===== config.mk =====
export PLATFORM = sky130hd
export DESIGN_NAME = systolic_array_feeder
export DESIGN_NICKNAME = d
export VERILOG_FILES = /design/src/rtl/systolic_array_feeder.sv
export SDC_FILE = /design/constraint.sdc
export NUM_CORES = 1
export LEC_CHECK = 0
export CAP_MARGIN = 15
export CELL_PAD_IN_SITES_DETAIL_PLACEMENT = 0
export CELL_PAD_IN_SITES_GLOBAL_PLACEMENT = 1
export CORE_ASPECT_RATIO = 1.2
export CORE_UTILIZATION = 30
export DETAILED_ROUTE_END_ITERATION = 8
export PLACE_DENSITY_LB_ADDON = 0.1
export REMOVE_ABC_BUFFERS = 1
export SLEW_MARGIN = 20
export SYNTH_ARGS = -nofsm -noshare
export SYNTH_HDL_FRONTEND = slang
export SYNTH_SLANG_ARGS = --single-unit

===== constraint.sdc =====
create_clock -name clk -period 9.7 [get_ports clk]
set_input_delay 0.97 -clock clk [delete_from_list [all_inputs] [get_ports clk]]
set_output_delay 0.97 -clock clk [all_outputs]
set_load 0.05 [all_outputs]

===== src/rtl/systolic_array_feeder.sv =====
// -----------------------------------------------------------------------------
// systolic_array_feeder
//
// Walks the A and B operand buffers tile by tile and feeds skewed operand
// vectors into the edges of an ARRAY_HEIGHT x ARRAY_WIDTH systolic array.
// Tiles are visited column-inner / row-outer. For tile (i, j) and step k the
// A buffer is read at i*n + k and the B buffer at j*n + k (low address bits,
// wrap-around allowed). A step issues only when both indices are below the
// controller's written-word counts; otherwise the whole pipeline holds.
// After the last step of a tile, ARRAY_HEIGHT+ARRAY_WIDTH-1 zero cycles drain
// the skew chains. data_done pulses once after the last tile has drained.
//
// ARRAY_HEIGHT and ARRAY_WIDTH must be powers of two: tile counts are derived
// with a round-up add and a right shift.
//
// Optional feature (compile-time macro FEEDER_ZERO_PAD_EN):
//   defined   - lanes whose matrix row (A) / column (B) lies beyond m (p) in the
//               last row/column tile are forced to zero.
//   undefined - buffer data passes unmodified.
//
// Ports:
//   clk, reset_n        clock, asynchronous active-low reset
//   start_i             level start from the controller (sampled in IDLE only)
//   m, n, p             matrix dimensions, latched on start
//   a_avail, b_avail    A/B buffer words written so far
//   a_rd_addr/a_rd_data A buffer read port, 1-cycle read latency
//   b_rd_addr/b_rd_data B buffer read port, 1-cycle read latency
//   array_a_o           skewed row operands, lane r = row r
//   array_b_o           skewed column operands, lane c = column c
//   array_valid_o       operand lanes advance this cycle
//   array_clear_o       accumulator clear, cycle before a tile's first operand
//   tile_row_o/_col_o   current tile indices, update with array_clear_o
//   data_done           one-cycle completion pulse
// -----------------------------------------------------------------------------
module systolic_array_feeder #(
    parameter int unsigned DATA_WIDTH_BYTES     = 1,
    parameter int unsigned ARRAY_HEIGHT         = 4,
    parameter int unsigned ARRAY_WIDTH          = 4,
    parameter int unsigned BUFFER_ADDRESS_WIDTH = 10
) (
    input  logic                                      clk,
    input  logic                                      reset_n,
    input  logic                                      start_i,
    input  logic [15:0]                               m,
    input  logic [15:0]                               n,
    input  logic [15:0]                               p,
    input  logic [15:0]                               a_avail,
    input  logic [15:0]                               b_avail,
    output logic [BUFFER_ADDRESS_WIDTH-1:0]           a_rd_addr,
    input  logic [ARRAY_HEIGHT*DATA_WIDTH_BYTES*8-1:0] a_rd_data,
    output logic [BUFFER_ADDRESS_WIDTH-1:0]           b_rd_addr,
    input  logic [ARRAY_WIDTH*DATA_WIDTH_BYTES*8-1:0]  b_rd_data,
    output logic [ARRAY_HEIGHT*DATA_WIDTH_BYTES*8-1:0] array_a_o,
    output logic [ARRAY_WIDTH*DATA_WIDTH_BYTES*8-1:0]  array_b_o,
    output logic                                      array_valid_o,
    output logic                                      array_clear_o,
    output logic [15:0]                               tile_row_o,
    output logic [15:0]                               tile_col_o,
    output logic                                      data_done
);

    localparam int unsigned ElemW  = DATA_WIDTH_BYTES * 8;
    localparam int unsigned HShift = $clog2(ARRAY_HEIGHT);
    localparam int unsigned WShift = $clog2(ARRAY_WIDTH);
    localparam logic [15:0] DrainLast = 16'(ARRAY_HEIGHT + ARRAY_WIDTH - 2);

    localparam logic [1:0] StIdle  = 2'd0;
    localparam logic [1:0] StFeed  = 2'd1;
    localparam logic [1:0] StDrain = 2'd2;
    localparam logic [1:0] StDone  = 2'd3;

    logic [1:0]  state_q, state_d;
    logic [15:0] k_q, k_d;
    logic [15:0] a_idx_q, a_idx_d;
    logic [15:0] b_idx_q, b_idx_d;
    logic [15:0] a_base_q, a_base_d;   // i*n, start of the current row tile in A
    logic [15:0] i_q, i_d;
    logic [15:0] j_q, j_d;
    logic [15:0] tr_q, tr_d;
    logic [15:0] tc_q, tc_d;
    logic [15:0] n_q, n_d;
    logic [15:0] drain_q, drain_d;
    logic        issued_q, issued_d;   // a read was issued last cycle, data on rd_data now
    logic [15:0] tile_row_q, tile_row_d;
    logic [15:0] tile_col_q, tile_col_d;
`ifdef FEEDER_ZERO_PAD_EN
    logic [15:0] m_q, m_d;
    logic [15:0] p_q, p_d;
`endif

    logic [16:0] m_round, p_round;
    logic [15:0] tr_calc, tc_calc;
    logic        dim_zero;
    logic        issue;
    logic        adv;
    logic        last_col, last_row;

    // Round-up division by a power-of-two array dimension.
    assign m_round  = {1'b0, m} + 17'(ARRAY_HEIGHT - 1);
    assign p_round  = {1'b0, p} + 17'(ARRAY_WIDTH - 1);
    assign tr_calc  = 16'(m_round >> HShift);
    assign tc_calc  = 16'(p_round >> WShift);
    assign dim_zero = (m == 16'd0) || (n == 16'd0) || (p == 16'd0);

    // avail inputs are the controller's registered counts, so the value seen
    // here is the one from before any same-cycle increment.
    assign issue = (state_q == StFeed) && (a_idx_q < a_avail) && (b_idx_q < b_avail);

    // Lanes advance while read data is arriving and on every drain cycle.
    assign adv = issued_q || (state_q == StDrain);

    assign last_col = (j_q == tc_q - 16'd1);
    assign last_row = (i_q == tr_q - 16'd1);

    always_comb begin
        state_d  = state_q;
        k_d      = k_q;
        a_idx_d  = a_idx_q;
        b_idx_d  = b_idx_q;
        a_base_d = a_base_q;
        i_d      = i_q;
        j_d      = j_q;
        tr_d     = tr_q;
        tc_d     = tc_q;
        n_d      = n_q;
        drain_d  = drain_q;
`ifdef FEEDER_ZERO_PAD_EN
        m_d      = m_q;
        p_d      = p_q;
`endif
        case (state_q)
            StIdle: begin
                if (start_i) begin
                    tr_d     = tr_calc;
                    tc_d     = tc_calc;
                    n_d      = n;
`ifdef FEEDER_ZERO_PAD_EN
                    m_d      = m;
                    p_d      = p;
`endif
                    i_d      = 16'd0;
                    j_d      = 16'd0;
                    k_d      = 16'd0;
                    a_idx_d  = 16'd0;
                    b_idx_d  = 16'd0;
                    a_base_d = 16'd0;
                    drain_d  = 16'd0;
                    state_d  = dim_zero ? StDone : StFeed;
                end
            end
            StFeed: begin
                if (issue) begin
                    a_idx_d = a_idx_q + 16'd1;
                    b_idx_d = b_idx_q + 16'd1;
                    if (k_q == n_q - 16'd1) begin
                        k_d     = 16'd0;
                        drain_d = 16'd0;
                        state_d = StDrain;
                    end else begin
                        k_d = k_q + 16'd1;
                    end
                end
            end
            StDrain: begin
                // The first DRAIN cycle still captures the tile's last read;
                // only the zero-shift cycles after it are counted.
                if (!issued_q) begin
                    if (drain_q == DrainLast) begin
                        drain_d = 16'd0;
                        if (last_row && last_col) begin
                            state_d = StDone;
                        end else begin
                            state_d = StFeed;
                            if (last_col) begin
                                // Next row tile: A continues at (i+1)*n, B restarts.
                                j_d      = 16'd0;
                                i_d      = i_q + 16'd1;
                                a_base_d = a_idx_q;
                                b_idx_d  = 16'd0;
                            end else begin
                                // Next column tile: B continues at (j+1)*n, A rewinds.
                                j_d     = j_q + 16'd1;
                                a_idx_d = a_base_q;
                            end
                        end
                    end else begin
                        drain_d = drain_q + 16'd1;
                    end
                end
            end
            StDone: begin
                state_d = StIdle;
            end
            default: begin
                state_d = StIdle;
            end
        endcase
    end

    assign issued_d   = issue;
    assign tile_row_d = array_clear_o ? i_q : tile_row_q;
    assign tile_col_d = array_clear_o ? j_q : tile_col_q;

    always_ff @(posedge clk or negedge reset_n) begin
        if (!reset_n) begin
            state_q    <= StIdle;
            k_q        <= 16'd0;
            a_idx_q    <= 16'd0;
            b_idx_q    <= 16'd0;
            a_base_q   <= 16'd0;
            i_q        <= 16'd0;
            j_q        <= 16'd0;
            tr_q       <= 16'd0;
            tc_q       <= 16'd0;
            n_q        <= 16'd0;
            drain_q    <= 16'd0;
            issued_q   <= 1'b0;
            tile_row_q <= 16'd0;
            tile_col_q <= 16'd0;
`ifdef FEEDER_ZERO_PAD_EN
            m_q        <= 16'd0;
            p_q        <= 16'd0;
`endif
        end else begin
            state_q    <= state_d;
            k_q        <= k_d;
            a_idx_q    <= a_idx_d;
            b_idx_q    <= b_idx_d;
            a_base_q   <= a_base_d;
            i_q        <= i_d;
            j_q        <= j_d;
            tr_q       <= tr_d;
            tc_q       <= tc_d;
            n_q        <= n_d;
            drain_q    <= drain_d;
            issued_q   <= issued_d;
            tile_row_q <= tile_row_d;
            tile_col_q <= tile_col_d;
`ifdef FEEDER_ZERO_PAD_EN
            m_q        <= m_d;
            p_q        <= p_d;
`endif
        end
    end

    // Row lane r: r extra register stages, advanced only on valid cycles.
    for (genvar r = 0; r < ARRAY_HEIGHT; r++) begin : g_a_lane
        logic [ElemW-1:0] lane_in;
        logic [ElemW-1:0] sk_q [0:r];
`ifdef FEEDER_ZERO_PAD_EN
        logic pad;
        assign pad     = (({16'd0, i_q} << HShift) + 32'(r)) >= {16'd0, m_q};
        assign lane_in = (issued_q && !pad) ? a_rd_data[r*ElemW +: ElemW] : '0;
`else
        assign lane_in = issued_q ? a_rd_data[r*ElemW +: ElemW] : '0;
`endif
        always_ff @(posedge clk or negedge reset_n) begin
            if (!reset_n) begin
                for (int d = 0; d <= r; d++) begin
                    sk_q[d] <= '0;
                end
            end else if (adv) begin
                sk_q[0] <= lane_in;
                for (int d = 1; d <= r; d++) begin
                    sk_q[d] <= sk_q[d-1];
                end
            end
        end
        assign array_a_o[r*ElemW +: ElemW] = sk_q[r];
    end

    // Column lane c: c extra register stages.
    for (genvar c = 0; c < ARRAY_WIDTH; c++) begin : g_b_lane
        logic [ElemW-1:0] lane_in;
        logic [ElemW-1:0] sk_q [0:c];
`ifdef FEEDER_ZERO_PAD_EN
        logic pad;
        assign pad     = (({16'd0, j_q} << WShift) + 32'(c)) >= {16'd0, p_q};
        assign lane_in = (issued_q && !pad) ? b_rd_data[c*ElemW +: ElemW] : '0;
`else
        assign lane_in = issued_q ? b_rd_data[c*ElemW +: ElemW] : '0;
`endif
        always_ff @(posedge clk or negedge reset_n) begin
            if (!reset_n) begin
                for (int d = 0; d <= c; d++) begin
                    sk_q[d] <= '0;
                end
            end else if (adv) begin
                sk_q[0] <= lane_in;
                for (int d = 1; d <= c; d++) begin
                    sk_q[d] <= sk_q[d-1];
                end
            end
        end
        assign array_b_o[c*ElemW +: ElemW] = sk_q[c];
    end

    assign a_rd_addr     = a_idx_q[BUFFER_ADDRESS_WIDTH-1:0];
    assign b_rd_addr     = b_idx_q[BUFFER_ADDRESS_WIDTH-1:0];
    assign array_valid_o = adv;
    // First issue of a tile: its operand reaches lane 0 on the next cycle.
    assign array_clear_o = issue && (k_q == 16'd0);
    assign tile_row_o    = tile_row_d;
    assign tile_col_o    = tile_col_d;
    assign data_done     = (state_q == StDone);

endmodule


Word-level counts from Yosys, hierarchy flattened. Index checks and enable logic that the tools add are counted.

Bits in registers: 353. Latch bits: 0. RAM bits: 0. ROM bits: 0. Input port bits: 147. Output and inout bits: 119. Word-level logic and storage cells: 134. Memories: 0.

$add $sub $neg: 11. Multipliers: 0. Div/mod/pow operators: 0. Magnitude comparators: 2. Equality and inequality tests: 14. Shift operators: 0. Muxes and demuxes: 50. Bitwise gates (word level): 0. Reduce and logical (&&, ||, !) cells: 23.

Operators with widths (number): 16-bit two-way mux (27); 16-bit case mux with 3 select lines (3); 16-bit case mux with 2 select lines (4); 16-bit by 1-bit adder with 16-bit output, second input constant (6); 16-bit zero test (4); 8-bit two-way mux (8); 16-bit == test (3); 16-bit by 2-bit adder with 17-bit output, second input constant (2); 16-bit < comparator (2); 15-bit by 1-bit subtractor with 16-bit output, second input constant (2); 16-bit by 3-bit == test with 1-bit output, second input constant (1); 16-bit by 1-bit subtractor with 16-bit output, second input constant (1); 5-bit AND reduction (3); 2-bit two-way mux (7); 6-bit AND reduction (2); 2-bit != test, second input constant (5); 2-bit case mux with 4 select lines (1); 7-bit AND reduction (1); 2-bit == test, second input constant (2); 1-bit logical AND (4); 2-bit by 1-bit != test with 1-bit output, second input constant (2); 2-bit nonzero test (2); 1-bit logical OR (3); 3-bit AND reduction (1); 4 further kinds (4).

Logic depth before layout (Yosys ltp). Gate-level depths: netlist of the first run.

Word-level depth: 7. Gate-level depth with buffers: 13. Depth with buffers taken out: 10.

Worst setup path after synthesis of the first run. Ideal clock, no wire load.

Path kind: input-to-output. From: in b_avail[5]. To: out tile_col_o[10]. Arrival: 4.022 ns. Required time: 8.730 ns. Path slack: 4.708 ns. Cell stages on the path: 10. Buffers on the path: 1. Path through: inv_1 -> ha_1 -> a21o_1 -> a221o_1 -> a221oi_1 -> o211ai_1 -> or2_2 -> nor2_1 -> clkbuf_1 -> mux2_2.

Longest elaborated chain between the ends: 4.

Ends and longest elaborated chain: start: declaration (line 48) `input logic [15:0] b_avail,`; 16-bit < comparator (line 107) `assign issue = (state_q == StFeed) && (a_idx_q < a_avail) && (b_idx_q < b_avail);`; 1-bit logical AND (line 107); 1-bit logical AND (line 302) `assign array_clear_o = issue && (k_q == 16'd0);`; via array_clear_o (line 56) `output logic array_clear_o,`; 16-bit two-way mux (line 202) `assign tile_col_d = array_clear_o ? j_q : tile_col_q;`; end: declaration (line 58) `output logic [15:0] tile_col_o,`.

The timed path passes the listed nets, and every way through them passes these cells.

Final worst setup path of the first run.
From: in a_avail[1]. To: out tile_row_o[6].

Longest elaborated chain between the ends: 5.

Ends and longest elaborated chain: start: declaration (line 47) `input logic [15:0] a_avail,`; 16-bit < comparator (line 107); 1-bit logical AND (2 in series) (line 107); 1-bit logical AND (line 302); 16-bit two-way mux (line 201) `assign tile_row_d = array_clear_o ? i_q : tile_row_q;`; end: declaration (line 57) `output logic [15:0] tile_row_o,`.

No other way between the ends.

==> results of run 1 <==
[state kept, by name (all words and copies together), names as in the netlist]
register	flops
tile_row_q	16
array_b_o	24
g_a_lane.sk_q	56
i_q	16
array_a_o	24
b_idx_q	16
g_b_lane.sk_q	56
tile_col_q	16
k_q	16
a_idx_q	16
drain_q	16
j_q	16
state_q	2
n_q	16
tc_q	15
tr_q	15
issued_q	1
a_base_q	16
[layout by cell type, fill, tap and decap left out, types with 8 or more instances in the layout]
cell,count
clkbuf_8,8
o311ai_0,10
nor2_1,48
and3_1,31
o211ai_1,17
buf_4,13
ha_1,46
nor2b_1,11
a22oi_1,9
o21ai_0,112
o21a_1,8
or3_1,45
xnor2_1,65
o31ai_1,14
mux2_2,150
nor3_1,30
or4_1,19
mux2i_1,9
a21oi_1,52
nand2b_1,10
clkbuf_1,8
nand3_1,46
nand4_1,35
xor2_1,29
nand2_1,146
clkbuf_16,45
dfrtp_1,352
clkinv_2,9
inv_1,71
and2_1,14
a22o_1,73
nor4_1,37
clkdlybuf4s50_1,264
o21ai_1,10
[final timing paths]
kind                                      start                   end  slack, ns  depth (start not counted)
setup / recovery                     a_avail[1]         tile_row_o[6]       3.38                         10
hold / removal                          reset_n  g_a_lane[3].sk_q[27]       0.39                          1
setup reg to reg                        tc_q[0]                i_q[0]       4.90                         10
hold reg to reg            g_a_lane[2].sk_q[18]  g_a_lane[2].sk_q[18]       0.49                          1
max in group asynchronous               reset_n         tile_row_q[1]       7.21                          3
min in group clk           g_a_lane[2].sk_q[18]  g_a_lane[2].sk_q[18]       0.49                          1
[layout make-up]
| cell class | count | area, um^2 |
|---|---|---|
| multi-input combinational | 1211 | 8790 |
| sequential | 353 | 8830 |
| tap | 816 | 1020 |
| fill | 6156 | 38800 |
| inverter | 71 | 267 |
| clock inverter | 17 | 199 |
| timing repair buffer | 279 | 2780 |
| clock buffer | 61 | 1270 |
[logic make-up after synthesis]
family	synth area share [%]
simple gates	15.0
compound gates	14.7
flops	47.1
buf+inv	6.29
mux	9.48
xor+xnor	4.39
fa+ha+maj	3.07
[metrics by stage]
stage | power, uW | TNS (ns) | util [%] | setup slack (ns) | area, um^2
after floorplan | 4360 | -0.300 | - | -0.300 | 17900
after global placement | 5310 | 0 | 35.0 | 3.44 | 21700
after detailed placement | 5360 | 0 | 35.0 | 3.37 | 21700
after CTS | 7090 | 0 | 37.4 | 3.35 | 23200
after global routing | 7440 | 0 | 37.4 | 3.19 | 23200
final | 6980 | 0 | 37.4 | 3.38 | 23200
[layer usage]
metal  track usage, %  vias to the layer above
met5                0                        -
met2             27.2                      311
met3             2.62                       55
met1             21.6                     7058
li1                 -                     6832
met4             3.92                        0
[power by group through the flow]
stage	Sequential [uW]	Combinational (uW)	Clock [uW]
finish	2280	3020	1680
floorplan	2660	1700	0
CTS	2290	3060	1750
global route	2360	3280	1800
detailed placement	2310	3040	0
global placement	2300	3020	0
==> metrics.md, run 1 <==
| Metric | Value |
|---|---|
| Status | completed |
| Post-DR vias/cell | 5.08 |
| Sw frac | between 40% and 50% |
| First-pass DRT Iterations | 5 |
| Final Hold Viols | 0 |
| Max-cap violations | 0 |
| Clock Power Share | 24.1% |
| Peak VDD IR | 157 uV |
| I/O pin total | 266 |
| WP buf/inv | 3 |
| Required time of the critical path | 8.73 ns |
| Ys async rst share | 100% |
| Internal power | between 4000 and 5000 uW |
| Die W | 230 um |
| Combinational share of power | 43.3% |
| WL final | 51800 um |
| Worst-path cell chain | clkdlybuf4s50_1 -> inv_1 -> ha_1 -> a2111oi_0 -> o221a_2 -> o22ai_1 -> or2_2 -> nor2_4 -> mux2_2 -> clkdlybuf4s50_1 |
| CP Class | input port to output pin |
| Yosys top cell area share | 47.1% |
| Synth area leader | dfrtp_1 |
| Worst Skew | 0.0115 ns |
| Register area share after synthesis | a little under half |
| Crit. End Element | output pin |
| Dpl cells | approximately 2700 |
| Hold-fix buffers, CTS | 0 |
| H-tree levels | 2 |
| Part of the power in registers | 32.7% |
| P_sw | roughly 2900 uW |
| Final Setup Violations | 0 |
| Met2 routed WL | 25000 um |
| Total grt overflow | 0 |
| TritonCTS Buffers | 44 |
| Final worst-path cycle share | 65.2% |
| Fin. max-slew vios | 0 |
| Prevailing post-synth register cell | dfrtp_1 |
| Worst hold margin | slightly below 0.4 ns |
| Die height | 276 um |
| DRC | 0 |
| Initial DRC count | 790 |
| Ranking of synthesized cells by area | dfrtp_1 47%, mux2_2 9.0%, a22o_1 3.4% |
| DP Wirelength | 35900 um |
| Nets | 2153 |
| Worst-margin pin slew | 1.10 ns |
| Post-Layout Cell Count | 2808 |
| Routability cong. | 0.752 |
| Core area | 61900 um^2 |
| Clock Path Buffers | 3 |
| Worst hold path class | input port to asynchronous set/reset pin |
| Worst path top cell family by delay | buffers and inverters |
| P_leak | ~0.0098 uW |
| CTS sink count | between 300 and 400 |
| CP peak stage delay | between 0.8 and 0.9 ns |
| Diode count | 0 |
| Fin crit period | roughly 6.3 ns |
| Slew HR | between 20% and 30% |
| Vias in the first global route | between 10000 and 15000 |
| Synth cell count leaders | 353 x dfrtp_1, 150 x mux2_2, 147 x nand2_1 |
| Met1 wire length | 23800 um |
| Initial antenna violation count | 0 |
| Setup crit start kind | input port |
| Routed length on met3 | 2110 um |
| Share of cells above drive strength 1 | 13.7% |
| Worst-path maximum fanout | 33 |
| Row count | 100 |
| CTS tree | done |
| Clock transition at path regs | 0.05 ns |
| Fmax achieved | ~0.16 GHz |
| WP data arrival | 5.35 ns |
| Most frequent cell after synthesis | dfrtp_1 |
| First-pass GRT wire length | 81900 um |
| Later-pin clock latency in the skew report | 0.57 ns |
| Cell Area, Synth | 18800 um^2 |
| RSZ-0062 raised after global routing | false |
| Initial Utilization | 30.3% |
| CP max-delay cell | clkdlybuf4s50_1 |
| Cells after Synth | 1797 |
| Gr usage total | 16.1% |
| Synthesis-to-finish area growth | 23.4% |
| Die Footprint | 63600 um^2 |
| CTS root buf | clkbuf_16 |
| Max layer used | met4 |
| WL/cell | 18.4 um |
| Distinct cells, synth | 89 |
| CTS resizes | 0 |
| Largest net degree at the start of global routing | 154 |
| Post-CTS Setup Repair Bufs | 0 |
| ANT nets after route | 0 |
| Yosys warnings | 0 |
| Cell mode on critical path | clkdlybuf4s50_1 |
| Post-synthesis register bit count | between 300 and 400 |
| EDFF count, synth | 0 |
| Total number of vias | 14256 |
| Power per standard cell area | about 300 nW/um^2 |
| Avg Cell Area, Syn | 10.4 um^2 |
| IO Port Bufs | 265 |
Power figures use the tool's default switching activity.
==> inputs of run 2 (changes only) <==
==> constraint.sdc (replaced) <==
create_clock -name clk -period 6.2 [get_ports clk]
set_input_delay 0.62 -clock clk [delete_from_list [all_inputs] [get_ports clk]]
set_output_delay 0.62 -clock clk [all_outputs]
set_load 0.05 [all_outputs]
==> run 2 against run 1 <==
Sequential cell count unchanged; first-iteration DRC count decreased by 15%; critical path depth increased by 2; die area unchanged; largest cell class unchanged; largest power group unchanged; clock-buffer cell count increased by 7; power increased by 56%; register-to-register slack got worse by 3.1 ns; non-clock buffer count increased by 6.
==> metrics.md, run 2 (same netlist as run 1, synthesis figures left out) <==
| Metric | Value |
|---|---|
| Combinational share of power | 43.6% |
| Setup crit start kind | input port |
| Hold-fix buffers, CTS | 0 |
| Status | completed |
| Setup_tns | 0 ns |
| Power per standard cell area | 470 nW/um^2 |
| Die Footprint | 63600 um^2 |
| Gr usage total | 16.2% |
| Max-cap violations | 0 |
| First-pass DRT Iterations | 5 |
| Peak VDD IR | roughly 200 uV |
| CP peak stage delay | 0.72 ns |
| Reg2reg start | tc_q[0] |
| Final worst-path cycle share | 82.0% |
| TritonCTS Buffers | 44 |
| WP buf/inv | 4 |
| Worst-path cell chain | clkdlybuf4s50_1 -> inv_1 -> ha_1 -> a21o_1 -> a221o_1 -> a221oi_1 -> o211ai_1 -> or2_2 -> nor2_4 -> buf_4 -> mux2_2 -> clkdlybuf4s50_1 |
| I/O pin total | ~270 |
| Worst Skew | a little over 0.02 ns |
| Total grt overflow | 0 |
| P_leak | 0.00985 uW |
| WL/cell | ~18 um |
| Fin crit period | 5.08 ns |
| Worst hold path class | input port to asynchronous set/reset pin |
| Fin. max-slew vios | 0 |
| Synthesis-to-finish area growth | 23.5% |
| ANT nets after route | 0 |
| Core area | 61900 um^2 |
| Regs by FF count | g_a_lane.sk_q (56), g_b_lane.sk_q (56) |
| Row count | 100 |
| CTS sink count | roughly 350 |
| Worst path top cell family by delay | buffers and inverters |
| Layout Utilization | a little under two fifths |
| Part of the power in registers | 32.8% |
| IO Port Bufs | 265 |
| Final Worst Setup Slack | 1.12 ns |
| Worst-path maximum fanout | 33 |
| CTS resizes | 0 |
| Reg2reg end | b_idx_q[1] |
| Routability cong. | a little under 0.8 |
| Initial Utilization | 30.3% |
| Post-Layout Cell Count | 2817 |
| Worst-margin pin slew | 1.02 ns |
| Sw frac | 41.6% |
| Total number of vias | 14158 |
| Most common cell after layout, fill and taps aside | dfrtp_1 |
| Die height | around 280 um |
| Initial DRC count | slightly below 700 |
| P_sw | between 4000 and 5000 uW |
| Share of cells above drive strength 1 | 13.8% |
| Clock transition at path regs | approximately 0.050 ns |
| H-tree levels | 2 |
| Later-pin clock latency in the skew report | 0.58 ns |
| Post-Place Worst Slack | ~1.1 ns |
| Post-CTS Setup Repair Bufs | 0 |
| Fmax achieved | a little under 0.2 GHz |
| Post-DR vias/cell | roughly 5 |
| Internal power | 6360 uW |
| Register-to-register setup slack | about 1.8 ns |
| DRC | 0 |
| CP max-delay cell | clkdlybuf4s50_1 |
| RSZ-0062 raised after global routing | false |
| CP Class | input port to output pin |
| Initial antenna violation count | 0 |
| WP data arrival | 4.46 ns |
| Die W | 230 um |
| Crit. End Element | output pin |
| Final Hold Viols | 0 |
| Nets | about 2200 |
| CTS root buf | clkbuf_16 |
| First-pass GRT wire length | 81900 um |
| DP Wirelength | 36200 um |
| Most frequent cells in the layout | 352 x dfrtp_1, 264 x clkdlybuf4s50_1, 150 x mux2_2, 146 x nand2_1, 112 x o21ai_0 |
| Diode count | 0 |
| Clock Power Share | about a quarter |
| Dpl cells | 2736 |
| PnR Total Power | 10900 uW |
| Slew HR | between 30% and 40% |
| Clock Path Buffers | 3 |
| Vias in the first global route | 14172 |
| Required time of the critical path | approximately 5.6 ns |
| Final Setup Violations | 0 |
| Largest net degree at the start of global routing | 127 |
| WL final | between 50000 and 60000 um |
| CTS tree | done |
| Worst Reg-to-Reg Cells | 11 |
| Cell mode on critical path | clkdlybuf4s50_1 |
==> run 2: cell types whose count changed in the layout (fill, tap and decap cells not counted), moves of 2 or more <==
cell | previous run | this run
buf_4 | 13 | 19
bufinv_16 | 4 | 2
clkinv_2 | 9 | 7
clkbuf_8 | 8 | 11
clkbuf_1 | 8 | 13
==> run 2: routing by layer <==
layer,GRT usage (%),routed length (um),vias to the layer above
li1,-,-,6849
met1,21.7,24000,6961
met2,27.3,24800,279
met3,2.46,1840,69
met4,4.23,1090,0
met5,0,0,-
==> run 2: how the worst max path moves through the flow <==
stage / start / end / slack, ns / cells past startpoint
floorplan: issued_q / array_valid_o / -3.45 / 2
CTS: b_avail[5] / tile_row_o[6] / 1.07 / 12
finish: b_avail[5] / tile_row_o[6] / 1.12 / 12
detailed placement: b_avail[5] / tile_row_o[6] / 1.07 / 12
global placement: b_avail[5] / tile_row_o[6] / 1.10 / 12
global route: b_avail[9] / tile_row_o[15] / 0.83 / 12
==> run 2: stage by stage <==
step	area [um^2]	hold WS, ns
after floorplan	17900	0.324
after global placement	21700	0.463
after detailed placement	21700	0.474
after CTS	23200	0.0680
after global routing	23200	0.0871
final	23200	0.0257
==> run 2: final cells by class <==
| class | count | area, um^2 |
|---|---|---|
| fill | 6170 | 38800 |
| tap | 816 | 1020 |
| clock buffer | 68 | 1300 |
| sequential | 353 | 8830 |
| timing repair buffer | 285 | 2820 |
| multi-input combinational | 1211 | 8790 |
| inverter | 71 | 267 |
| clock inverter | 13 | 149 |
==> run 2: worst reg2reg max path: stages (launching register included) <==
cell and delay [ns]:
dfrtp_1 0.43, inv_1 0.09, ha_1 0.21, or4b_4 0.52
or3_4 0.36, a2111oi_4 0.37, and4_2 0.37, nand4_4 0.31
o211ai_4 0.50, buf_4 0.35, or2_1 0.56, o21ai_0 0.20
==> run 2: power groups by stage <==
| stage | registers [uW] | clock network (uW) | logic (uW) |
|---|---|---|---|
| after global routing | 3690 | 2780 | 5160 |
| after CTS | 3580 | 2700 | 4820 |
| after detailed placement | 3620 | 0 | 4800 |
| final | 3570 | 2570 | 4750 |
| after floorplan | 4160 | 0 | 2660 |
| after global placement | 3590 | 0 | 4750 |
==> inputs of run 3 (changes only) <==
==> constraint.sdc (replaced) <==
create_clock -name clk -period 4.38 [get_ports clk]
set_input_delay 0.438 -clock clk [delete_from_list [all_inputs] [get_ports clk]]
set_output_delay 0.438 -clock clk [all_outputs]
set_load 0.05 [all_outputs]
==> run 3 against run 2 <==
Setup slack got worse by 0.94 ns; utilization is 0.24 points higher; register-to-register slack lost 1.4 ns; first-iteration DRC count increased by 12%; routed wire length is 1.6% higher; die area unchanged; final cell count up 0.53%; sequential cell count did not move; critical path depth decreased by 1; global-route usage rose by 0.070 points; critical path type is now flop to output pin; largest cell class unchanged; largest power group unchanged.
==> metrics.md, run 3 (same netlist as run 1, synthesis figures left out) <==
| Metric | Value |
|---|---|
| Status | completed |
| Worst-margin pin slew | 0.913 ns |
| Final Hold Viols | 0 |
| P_sw | approximately 6400 uW |
| Initial DRC count | approximately 760 |
| Worst hold start | a_base_q[14] |
| Diode count | 0 |
| Regs by FF count | g_a_lane.sk_q (56), g_b_lane.sk_q (56) |
| Slew HR | 39.1% |
| Total number of vias | 14211 |
| Most common cell after layout, fill and taps aside | dfrtp_1 |
| Nets | 2181 |
| DRC | 0 |
| H-tree levels | 2 |
| TritonCTS Buffers | 44 |
| Vias in the first global route | approximately 14000 |
| WL/cell | about 19 um |
| First-pass GRT wire length | 82300 um |
| IO Port Bufs | 265 |
| Die height | 276 um |
| Post-DR vias/cell | 5.02 |
| Worst Skew | roughly 0.031 ns |
| Die W | 230 um |
| Power per standard cell area | between 600 and 700 nW/um^2 |
| Peak VDD IR | 448 uV |
| Worst-path maximum fanout | 17 |
| Initial Utilization | 30.3% |
| Clock Path Buffers | 3 |
| Final Cell Area | 23300 um^2 |
| Register-to-register setup slack | 0.45 ns |
| ANT nets after route | 0 |
| I/O pin total | between 200 and 300 |
| Total grt overflow | 0 |
| CTS sink count | approximately 350 |
| Worst hold path class | flop to flop |
| WL final | between 50000 and 60000 um |
| Initial antenna violation count | 0 |
| CTS tree | done |
| Largest net degree at the start of global routing | 161 |
| DP Wirelength | 36600 um |
| Combinational share of power | 44.7% |
| Setup crit start kind | flop |
| Reg2reg start | tc_q[0] |
| Row count | 100 |
| Fmax achieved | between 0.2 and 0.25 GHz |
| Gr usage total | around 16% |
| Core area | roughly 62000 um^2 |
| Later-pin clock latency in the skew report | between 0.5 and 0.6 ns |
| Routability cong. | 0.776 |
| Worst hold margin | 0.484 ns |
| Max-cap violations | 0 |
| Most frequent cells in the layout | 350 x dfrtp_1, 231 x clkdlybuf4s50_1, 150 x mux2_2, 146 x nand2_1, 112 x o21ai_0 |
| Die Footprint | 63600 um^2 |
| Placed standard-cell area | 21800 um^2 |
| Internal power | 9230 uW |
| First-pass DRT Iterations | 5 |
| CP Class | flop to output pin |
| Final worst-path cycle share | 96.0% |
| Clock Power Share | 23.1% |
| Synthesis-to-finish area growth | 24.3% |
| Share of cells above drive strength 1 | between 10% and 20% |
| Part of the power in registers | 32.2% |
| Final Setup Violations | 0 |
| WP data arrival | roughly 3.8 ns |
| Clock transition at path regs | 0.06 ns |
| Worst Setup SP | b_idx_q[5] |
| RSZ-0062 raised after global routing | false |
| Crit. End Element | output pin |
| Required time of the critical path | 3.94 ns |
| CTS root buf | clkbuf_16 |
| P_leak | 0.0100 uW |
| Fin. max-slew vios | 0 |
| Sw frac | 41.1% |
| Fin crit period | about 4.2 ns |
[run 3: metrics by stage]
stage          std cells  TNS, ns  setup WS [ns]  power (uW)  util [%]
2_1_floorplan       1635  -626.77          -5.09        9490         -
3_3_place_gp        2747        0          0.233       11900      35.2
3_5_place_dp        2747        0          0.171       12000      35.2
4_1_cts             2822        0         0.0859       15800      37.5
5_1_grt             2832        0        0.00683       16700      37.7
6_report            2832        0          0.174       15700      37.7
[run 3: area by class of cell]
| class | count | area, um^2 |
|---|---|---|
| fillers | 6158 | 38600 |
| clock inverters | 10 | 116 |
| inverters | 71 | 267 |
| flip-flops and latches | 353 | 8840 |
| multi-input cells | 1211 | 8800 |
| repair buffers | 307 | 2980 |
| clock buffers | 64 | 1310 |
| well taps | 816 | 1020 |
[run 3: routing by layer]
metal	wire (um)	track usage [%]	vias up	part of all wire [%]
met5	0	0	-	0
met4	1170	4.64	0	2.2
met3	2030	2.69	71	3.9
met2	25300	27.3	279	48
met1	24000	21.6	6985	46
li1	-	-	6876	-
[run 3: critical path, cell delays in order (launching register included)]
cell	delay, ns
dfrtp_2	0.42
ha_1	0.31
a21o_1	0.19
a221o_1	0.32
a221oi_1	0.29
o211ai_1	0.24
or2_4	0.33
nor2_4	0.19
buf_4	0.17
buf_12	0.15
mux2_2	0.37
buf_4	0.19
[run 3: power groups by stage]
stage	Sequential [uW]	Combinational (uW)	Clock, uW
3_5_place_dp	5140	6910	0
4_1_cts	5080	6940	3770
5_1_grt	5230	7610	3890
3_3_place_gp	5090	6840	0
2_1_floorplan	5910	3580	0
6_report	5050	7010	3610
[run 3: what timing repair did]
| item | in CTS | in global routing |
|---|---|---|
| gates cloned | 0 | 1 |
| endpoints found under the hold margin | 72 | 0 |
| setup buffers | 0 | 9 |
| endpoints found under the setup margin | 6 | 32 |
| hold buffers | 1 | 0 |
| gates resized for setup | 1 | 6 |
| pin swaps | 0 | 3 |
[run 3: worst paths after layout]
check	endpoint	cells past startpoint
hold / removal	a_base_q[14]	2
min in group asynchronous	g_a_lane[3].sk_q[11]	2
setup / recovery	tile_row_o[4]	11
hold reg to reg	a_base_q[14]	2
setup reg to reg	b_idx_q[11]	10
max in group asynchronous	g_a_lane[2].sk_q[18]	3
